`src/rtl/cpu_pkg.sv`:
```
// Shared definitions for the CPU sequencer: opcodes (same values as the
// ALU's), sequencer state codes, the strobe bundle and opcode-class helpers.
package cpu_pkg;

    localparam logic [3:0] OP_NOP = 4'h0;
    localparam logic [3:0] OP_LDO = 4'h1;
    localparam logic [3:0] OP_LDA = 4'h2;
    localparam logic [3:0] OP_STO = 4'h3;
    localparam logic [3:0] OP_PRE = 4'h4;
    localparam logic [3:0] OP_ADD = 4'h5;
    localparam logic [3:0] OP_LDM = 4'h6;
    localparam logic [3:0] OP_ADN = 4'h7;
    localparam logic [3:0] OP_INC = 4'h8;
    localparam logic [3:0] OP_DEC = 4'h9;
    localparam logic [3:0] OP_JMP = 4'hA;
    localparam logic [3:0] OP_CLR = 4'hB;
    localparam logic [3:0] OP_HLT = 4'hF;

    typedef logic [3:0] state_t;

    localparam state_t ST_FETCH   = 4'd0;
    localparam state_t ST_DECODE  = 4'd1;
    localparam state_t ST_OPERAND = 4'd2;
    localparam state_t ST_MEM_RD  = 4'd3;
    localparam state_t ST_MEM_WR  = 4'd4;
    localparam state_t ST_IMM     = 4'd5;
    localparam state_t ST_WB      = 4'd6;
    localparam state_t ST_EXEC    = 4'd7;
    localparam state_t ST_HALT    = 4'd8;

    typedef struct packed {
        logic rom_en;
        logic ram_rd;
        logic ram_wr;
        logic addr_sel;
        logic pc_inc;
        logic pc_load;
        logic ir_load;
        logic addr_load;
        logic acc_load;
        logic pre_load;
        logic im_int;
        logic pc_sel;
        logic halted;
    } strobe_t;

    // Instructions that carry an operand byte after the opcode byte.
    function automatic logic is_two_byte(input logic [3:0] op);
        return op inside {OP_LDO, OP_LDA, OP_STO, OP_PRE, OP_ADD, OP_JMP};
    endfunction

    // Holes in the opcode map.
    function automatic logic is_illegal(input logic [3:0] op);
        return op inside {4'hC, 4'hD, 4'hE};
    endfunction

endpackage

```
`src/rtl/cpu_sequencer_if.sv`:
```
// Sequencer <-> datapath/memory bundle. master = sequencer side.
interface cpu_sequencer_if #(
    parameter int OPW = 4,
    parameter int DW  = 8
);
    logic [DW-1:0]  ins;
    logic           mem_rdy;
    logic           resume;
    logic [OPW-1:0] op_out;
    logic           pc_sel;
    logic           im_int;
    logic           rom_en;
    logic           ram_rd;
    logic           ram_wr;
    logic           addr_sel;
    logic           pc_inc;
    logic           pc_load;
    logic           ir_load;
    logic           addr_load;
    logic           acc_load;
    logic           pre_load;
    logic           halted;
    logic           illegal;
    logic           bus_err;
    logic [DW-1:0]  retired;

    modport master (
        input  ins, mem_rdy, resume,
        output op_out, pc_sel, im_int, rom_en, ram_rd, ram_wr, addr_sel,
               pc_inc, pc_load, ir_load, addr_load, acc_load, pre_load,
               halted, illegal, bus_err, retired
    );

    modport slave (
        output ins, mem_rdy, resume,
        input  op_out, pc_sel, im_int, rom_en, ram_rd, ram_wr, addr_sel,
               pc_inc, pc_load, ir_load, addr_load, acc_load, pre_load,
               halted, illegal, bus_err, retired
    );
endinterface

```
`src/rtl/cpu_seq_decode.sv`:
```
// Pure combinational map from (state, latched opcode) to the strobe vector.
module cpu_seq_decode
    import cpu_pkg::*;
(
    input  state_t     state,
    input  logic [3:0] op,
    output strobe_t    st
);

    // One strobe set per state; only OPERAND, MEM_RD and WB look at the opcode.
    always_comb begin
        st = '0;
        case (state)
            ST_FETCH: begin
                st.rom_en  = 1'b1;
                st.ir_load = 1'b1;
                st.pc_inc  = 1'b1;
                st.pc_sel  = 1'b1;
            end
            ST_OPERAND: begin
                st.rom_en = 1'b1;
                if (op == OP_JMP) begin
                    st.pc_load = 1'b1;
                end else begin
                    st.addr_load = 1'b1;
                    st.pc_inc    = 1'b1;
                end
            end
            ST_MEM_RD: begin
                st.addr_sel = 1'b1;
                // LDO reads its operand from ROM space, everything else from RAM.
                if (op == OP_LDO) st.rom_en = 1'b1;
                else              st.ram_rd = 1'b1;
            end
            ST_MEM_WR: begin
                st.addr_sel = 1'b1;
                st.ram_wr   = 1'b1;
            end
            ST_IMM:  st.im_int = 1'b1;
            ST_WB: begin
                if (op == OP_PRE) st.pre_load = 1'b1;
                else              st.acc_load = 1'b1;
            end
            ST_HALT: st.halted = 1'b1;
            default: ;
        endcase
    end

endmodule

```
`src/rtl/cpu_sequencer.sv`:
```
// Fetch/decode/execute controller for the 8-bit CPU. Owns the instruction
// FSM, the memory wait counter, sticky error flags and the retire counter;
// strobes come from cpu_seq_decode.
module cpu_sequencer
    import cpu_pkg::*;
#(
    parameter int OPW         = 4,
    parameter int DW          = 8,
    parameter int RDY_TIMEOUT = 15
) (
    input  logic clk,
    input  logic rst,
    cpu_sequencer_if.master bus
);

    localparam int WAIT_W = $clog2(RDY_TIMEOUT + 1);

    state_t           state_q, state_d;
    logic [OPW-1:0]   op_q, op_d;
    logic [OPW-1:0]   op_in;
    logic [WAIT_W-1:0] wait_q;
    logic [DW-1:0]    retired_q;
    logic             illegal_q, bus_err_q;
    logic             illegal_set, timeout, in_mem, retire;
    strobe_t          st, st_g;
    logic             unused_ins;

    assign op_in      = bus.ins[DW-1:DW-OPW];
    assign unused_ins = ^bus.ins[DW-OPW-1:0];
    assign in_mem     = (state_q == ST_MEM_RD) || (state_q == ST_MEM_WR);
    assign timeout    = in_mem && !bus.mem_rdy &&
                        (wait_q == WAIT_W'(RDY_TIMEOUT - 1));
    // Every path back to FETCH completes (or abandons) exactly one instruction.
    assign retire     = (state_q != ST_FETCH) && (state_d == ST_FETCH);

    // Next-state and next-opcode selection.
    always_comb begin
        state_d     = state_q;
        op_d        = op_q;
        illegal_set = 1'b0;
        case (state_q)
            ST_FETCH: state_d = ST_DECODE;
            ST_DECODE: begin
                if (is_illegal(op_in)) begin
                    illegal_set = 1'b1;
                    op_d        = OP_NOP;
                    state_d     = ST_EXEC;
                end else begin
                    op_d = op_in;
                    if (is_two_byte(op_in)) state_d = ST_OPERAND;
                    else begin
                        case (op_in)
                            OP_ADN, OP_CLR: state_d = ST_IMM;
                            OP_INC, OP_DEC: state_d = ST_WB;
                            OP_HLT:         state_d = ST_HALT;
                            OP_NOP, OP_LDM: state_d = ST_EXEC;
                            default:        state_d = ST_EXEC;
                        endcase
                    end
                end
            end
            ST_OPERAND: begin
                if (op_q == OP_JMP)      state_d = ST_FETCH;
                else if (op_q == OP_STO) state_d = ST_MEM_WR;
                else                     state_d = ST_MEM_RD;
            end
            ST_MEM_RD: begin
                if (bus.mem_rdy) state_d = ST_WB;
                else if (timeout) state_d = ST_FETCH;
            end
            ST_MEM_WR: begin
                if (bus.mem_rdy || timeout) state_d = ST_FETCH;
            end
            ST_IMM:  state_d = ST_WB;
            ST_WB:   state_d = ST_FETCH;
            ST_EXEC: state_d = ST_FETCH;
            ST_HALT: if (bus.resume) state_d = ST_FETCH;
            default: state_d = ST_FETCH;
        endcase
        // op_out reads NOP through FETCH/DECODE of the next instruction.
        if (state_d == ST_FETCH) op_d = OP_NOP;
    end

    // FSM, wait counter, sticky flags and retire counter.
    always_ff @(posedge clk or posedge rst) begin
        if (rst) begin
            state_q   <= ST_FETCH;
            op_q      <= OP_NOP;
            wait_q    <= '0;
            illegal_q <= 1'b0;
            bus_err_q <= 1'b0;
            retired_q <= '0;
        end else begin
            state_q   <= state_d;
            op_q      <= op_d;
            wait_q    <= (in_mem && !bus.mem_rdy && !timeout) ? wait_q + 1'b1 : '0;
            illegal_q <= illegal_q | illegal_set;
            bus_err_q <= bus_err_q | timeout;
            if (retire) retired_q <= retired_q + 1'b1;
        end
    end

    cpu_seq_decode u_decode (
        .state (state_q),
        .op    (op_q),
        .st    (st)
    );

    // Reset kills strobes immediately rather than waiting for the state to settle.
    assign st_g = rst ? '0 : st;

    assign bus.op_out    = op_q;
    assign bus.pc_sel    = st_g.pc_sel;
    assign bus.im_int    = st_g.im_int;
    assign bus.rom_en    = st_g.rom_en;
    assign bus.ram_rd    = st_g.ram_rd;
    assign bus.ram_wr    = st_g.ram_wr;
    assign bus.addr_sel  = st_g.addr_sel;
    assign bus.pc_inc    = st_g.pc_inc;
    assign bus.pc_load   = st_g.pc_load;
    assign bus.ir_load   = st_g.ir_load;
    assign bus.addr_load = st_g.addr_load;
    assign bus.acc_load  = st_g.acc_load;
    assign bus.pre_load  = st_g.pre_load;
    assign bus.halted    = st_g.halted;
    assign bus.illegal   = illegal_q;
    assign bus.bus_err   = bus_err_q;
    assign bus.retired   = retired_q;

endmodule

```
`src/flat_wrapper.sv`:
```
// flat-port wrapper written by rule: the top's interface ports become plain ports
module cpu_sequencer_flat import cpu_pkg::*;
#(
    parameter int OPW         = 4,
    parameter int DW          = 8,
    parameter int RDY_TIMEOUT = 15
)
  (clk, rst, bus_ins, bus_mem_rdy, bus_resume, bus_op_out, bus_pc_sel, bus_im_int, bus_rom_en, bus_ram_rd, bus_ram_wr, bus_addr_sel, bus_pc_inc, bus_pc_load, bus_ir_load, bus_addr_load, bus_acc_load, bus_pre_load, bus_halted, bus_illegal, bus_bus_err, bus_retired);
  cpu_sequencer_if #(.OPW(OPW), .DW(DW)) bus_i ();
  input  logic clk;
  input  logic rst;
  input wire logic [$bits(bus_i.ins)-1:0] bus_ins;
  input wire logic [$bits(bus_i.mem_rdy)-1:0] bus_mem_rdy;
  input wire logic [$bits(bus_i.resume)-1:0] bus_resume;
  output wire logic [$bits(bus_i.op_out)-1:0] bus_op_out;
  output wire logic [$bits(bus_i.pc_sel)-1:0] bus_pc_sel;
  output wire logic [$bits(bus_i.im_int)-1:0] bus_im_int;
  output wire logic [$bits(bus_i.rom_en)-1:0] bus_rom_en;
  output wire logic [$bits(bus_i.ram_rd)-1:0] bus_ram_rd;
  output wire logic [$bits(bus_i.ram_wr)-1:0] bus_ram_wr;
  output wire logic [$bits(bus_i.addr_sel)-1:0] bus_addr_sel;
  output wire logic [$bits(bus_i.pc_inc)-1:0] bus_pc_inc;
  output wire logic [$bits(bus_i.pc_load)-1:0] bus_pc_load;
  output wire logic [$bits(bus_i.ir_load)-1:0] bus_ir_load;
  output wire logic [$bits(bus_i.addr_load)-1:0] bus_addr_load;
  output wire logic [$bits(bus_i.acc_load)-1:0] bus_acc_load;
  output wire logic [$bits(bus_i.pre_load)-1:0] bus_pre_load;
  output wire logic [$bits(bus_i.halted)-1:0] bus_halted;
  output wire logic [$bits(bus_i.illegal)-1:0] bus_illegal;
  output wire logic [$bits(bus_i.bus_err)-1:0] bus_bus_err;
  output wire logic [$bits(bus_i.retired)-1:0] bus_retired;
  assign bus_i.ins = bus_ins;
  assign bus_i.mem_rdy = bus_mem_rdy;
  assign bus_i.resume = bus_resume;
  assign bus_op_out = bus_i.op_out;
  assign bus_pc_sel = bus_i.pc_sel;
  assign bus_im_int = bus_i.im_int;
  assign bus_rom_en = bus_i.rom_en;
  assign bus_ram_rd = bus_i.ram_rd;
  assign bus_ram_wr = bus_i.ram_wr;
  assign bus_addr_sel = bus_i.addr_sel;
  assign bus_pc_inc = bus_i.pc_inc;
  assign bus_pc_load = bus_i.pc_load;
  assign bus_ir_load = bus_i.ir_load;
  assign bus_addr_load = bus_i.addr_load;
  assign bus_acc_load = bus_i.acc_load;
  assign bus_pre_load = bus_i.pre_load;
  assign bus_halted = bus_i.halted;
  assign bus_illegal = bus_i.illegal;
  assign bus_bus_err = bus_i.bus_err;
  assign bus_retired = bus_i.retired;
  cpu_sequencer #(.OPW(OPW), .DW(DW), .RDY_TIMEOUT(RDY_TIMEOUT)) u_core (.clk(clk), .rst(rst), .bus(bus_i));
endmodule
```
`config.mk`:
```
export PLATFORM = sky130hd
export DESIGN_NAME = cpu_sequencer_flat
export DESIGN_NICKNAME = d
export VERILOG_FILES = /design/src/rtl/cpu_pkg.sv /design/src/rtl/cpu_sequencer_if.sv /design/src/rtl/cpu_seq_decode.sv /design/src/rtl/cpu_sequencer.sv /design/src/flat_wrapper.sv
export SDC_FILE = /design/constraint.sdc
export NUM_CORES = 1
export LEC_CHECK = 0
export CAP_MARGIN = 40
export CORE_MARGIN = 4
export CORE_UTILIZATION = 47
export CTS_CLUSTER_DIAMETER = 40
export DETAILED_ROUTE_END_ITERATION = 10
export PLACE_DENSITY = 0.79
export SYNTH_ARGS = -nofsm -noshare
export SYNTH_HDL_FRONTEND = slang
export SYNTH_SLANG_ARGS = --single-unit
```
`constraint.sdc`:
```
create_clock -name clk -period 3.05 [get_ports clk]
set_input_delay 0.61 -clock clk [delete_from_list [all_inputs] [get_ports clk]]
set_output_delay 0.61 -clock clk [all_outputs]
set_load 0.1 [all_outputs]
```
==> impl_metrics.tcl <==
set metrics [dict create \
    postSynth.asyncResetShare 1.00 \
    final-max-slew-violation-count 0 \
    mappedNetlistNets 160 \
    yosys-mux-area-fraction 0.0111 \
    post-route-period-util 0.939 \
    via_per_inst 5.86 \
    ioPinCount 39 \
    synth.distinct_cells 47 \
    clkLatencyLatePin_ps 300 \
    postCtsSetupRepairBufs 0 \
    synth-seq-area-share 0.406 \
    synth_simple_gate_area_share 0.312 \
    synth-adder-area-share 0.0277 \
    gpl.final_weighted_congestion 0.941 \
    clock-sinks 22 \
    wl_per_cell_um 15.4 \
    netlist_top_cells_count "sky130_fd_sc_hd__dfrtp_1 (22), sky130_fd_sc_hd__nor2_1 (12), sky130_fd_sc_hd__nand2_1 (11), sky130_fd_sc_hd__nand3_1 (11), sky130_fd_sc_hd__a21oi_1 (8)" \
    rsz0062_at_grt "false" \
    cts_htree_levels 1 \
    critPathMaxFanout 8 \
    postSynthCellCount 145 \
    synth.largest_area_cell "sky130_fd_sc_hd__dfrtp_1" \
    synth_top_family_by_area "simple AND/OR/NAND/NOR gates" \
    cts_made_buffers 3 \
    area.growth.synth_to_final_pct 42.3 \
    grt_start_max_net_pins 19 \
    synth_ff_type "sky130_fd_sc_hd__dfrtp_1" \
    final_hold_viol_count 0 \
    dp_hpwl_mm 2.57 \
    cp.arrival_ps 2250 \
    multi_input_comb_area_um2 807 \
    fin_nets 200 \
    die_height_um 61.7 \
    outcome "finished, final reports clean" \
    routed_vias 1254 \
    diodes 0 \
    gr-usage-all-layers 0.198 \
    slew_headroom 0.458 \
    postCtsResizedCells 0 \
    yosys.cell_count.top_type "sky130_fd_sc_hd__dfrtp_1" \
    fillCellCount 228 \
    wire_length_of_the_first_global_routing_pass_mm 5.60 \
    timing.critical_path.buf_inv 3 \
    start_util 0.492 \
    detail_route.iter0.violations 52 \
    synth_edf_count 0 \
    postPlaceCellArea_um2 1910 \
    via_count_of_the_first_global_routing_pass 1262 \
    holdCritPathClass "reg2reg" \
    worst_path_largest_cell_delay_ps 620 \
    register_area_um2 551 \
    die_width_um 61.7 \
    worst_setup_hold_path_clk_slew_ps 110 \
    setup.worst_path.class "in2out" \
    cell_type_of_the_slowest_stage_on_the_worst_timing_path "sky130_fd_sc_hd__clkdlybuf4s50_1" \
    antenna_viol_nets_final 0 \
    max_clock_freq_mhz 349 \
    crit_path_start_kind "input pin" \
    num_rows 19 \
    worst-endpoint-required_ps 2440 \
    final.min_clock_period_ps 2860 \
    drt_pre_antenna_iters 4 \
    netlist_top_cells_area "sky130_fd_sc_hd__dfrtp_1 (41%), sky130_fd_sc_hd__nand3_1 (4.1%), sky130_fd_sc_hd__xnor2_1 (3.9%)" \
    die_area_um2 3810 \
    ys_warn_count 0 \
    post_route_cells_drive_above_1_share 0.301 \
    final-setup-viol-count 0 \
    numPortBuffers 34 \
    path_cells "clkdlybuf4s50_1, clkinvlp_4, nand2_1, nor3_4, or2_4, buf_12" \
    design.core.area_um2 2760 \
    clock_root_buffer "sky130_fd_sc_hd__clkbuf_4" \
    synthesized_area_fraction_occupied_by_ao_oa_aoi_and_oai_cells 0.142 \
    crit_family "buffers and inverters" \
    antenna_found_initial 0 \
    synth_top_area_share 0.406 \
    globalRoute.totalOverflow 0 \
    drc 0 \
    final_cell_area_um2 1930 \
    worst_case_clock_buffer_depth 2 \
    clock_tree_from_tritoncts "built" \
    endpoint_kind "output port" \
    cap_viol_max_count 0 \
    cts_hold_buffers 0 \
    finClkSkew_ps 5.11 \
    synth.avg_cell_area_um2 9.35 \
    synthXorXnorAreaFrac 0.0581 \
    syn-cell-area_um2 1360 \
    tightest_slew_ps 804 \
    drt-total-wl_mm 3.29 \
    seq_cells_post_synth 22 \
]
per-layer routing:
metal / wire [um] / track usage
met1: 1300 / 0.234
met2: 1770 / 0.351
met3: 171 / 0.0289
met4: 40 / 0.0909
met5: 0 / 0
cells in the final DEF, fill, tap and decap left out, types with 2 or more instances in the layout:
cell type,synthesis,layout
sky130_fd_sc_hd__buf_4,1,22
sky130_fd_sc_hd__dfrtp_1,22,22
sky130_fd_sc_hd__buf_12,0,13
sky130_fd_sc_hd__nor2_1,12,12
sky130_fd_sc_hd__nand2_1,11,11
sky130_fd_sc_hd__nand3_1,11,11
sky130_fd_sc_hd__a21oi_1,8,7
sky130_fd_sc_hd__clkdlybuf4s50_1,0,7
sky130_fd_sc_hd__xnor2_1,6,6
sky130_fd_sc_hd__nand2b_1,4,4
sky130_fd_sc_hd__nand3b_1,3,3
sky130_fd_sc_hd__a31oi_1,3,3
sky130_fd_sc_hd__or3_1,3,3
sky130_fd_sc_hd__nor4b_1,3,3
sky130_fd_sc_hd__a22oi_1,3,3
sky130_fd_sc_hd__xor2_1,3,3
sky130_fd_sc_hd__ha_1,3,3
sky130_fd_sc_hd__clkbuf_4,0,3
sky130_fd_sc_hd__and3_1,2,2
sky130_fd_sc_hd__o311ai_0,2,2
sky130_fd_sc_hd__and2_1,2,2
sky130_fd_sc_hd__nand2_2,2,2
sky130_fd_sc_hd__o21ai_0,2,2
sky130_fd_sc_hd__inv_1,3,2
sky130_fd_sc_hd__nand4b_1,2,2
sky130_fd_sc_hd__o21bai_1,2,2
sky130_fd_sc_hd__nor4_4,1,2
sky130_fd_sc_hd__nor3_2,0,2
sky130_fd_sc_hd__nor3b_2,0,2
sequential cells by signal, summed over array words and instances, names as in the netlist:
| name | count |
|---|---|
| u_core.wait_q | 4 |
| u_core.bus.illegal | 1 |
| u_core.bus.retired | 8 |
| u_core.bus.op_out | 4 |
| u_core.bus.bus_err | 1 |
| u_core.state_q | 4 |
cell families after synthesis:
kind of cell,Yosys count
AND/OR/NAND/NOR,72
AO/OA/AOI/OAI,28
flip-flops,22
buffers and inverters,10
XOR/XNOR,9
adder cells (fa/ha/maj),3
multiplexers,1
final timing paths:
check / from / endpoint / slack, ps / cells past startpoint
max: rst / bus_pc_inc / 190 / 6
min: u_core.bus.bus_err / u_core.bus.bus_err / 470 / 1
max reg2reg: u_core.state_q[1] / u_core.bus.retired[1] / 570 / 6
min reg2reg: u_core.bus.bus_err / u_core.bus.bus_err / 470 / 1
max in group asynchronous: rst / u_core.wait_q[0] / 1900 / 3
min in group asynchronous: rst / u_core.bus.op_out[0] / 700 / 2
stage by stage:
| stage | instances | hold slack [ps] | TNS [ps] | util | worst slack, ps |
|---|---|---|---|---|---|
| CTS | 214 | 479 | 0 | 0.700 | 169 |
| floorplan | 145 | 452 | -751 | - | -751 |
| detailed placement | 211 | 450 | 0 | 0.691 | 167 |
| finish | 214 | 470 | 0 | 0.700 | 186 |
| global placement | 211 | 444 | 0 | 0.691 | 197 |
| global route | 214 | 507 | 0 | 0.700 | 86.9 |
final cells by class:
| type | count | share of cell area |
|---|---|---|
| sequential | 22 | 0.285 |
| inverter | 3 | 0.00778 |
| tap | 31 | 0.0201 |
| clock buffer | 3 | 0.0117 |
| multi-input combinational | 113 | 0.418 |
| timing repair buffer | 42 | 0.257 |
Power is not shown: default switching activity piles up to over one toggle a cycle in this logic, so the estimate is an artifact.
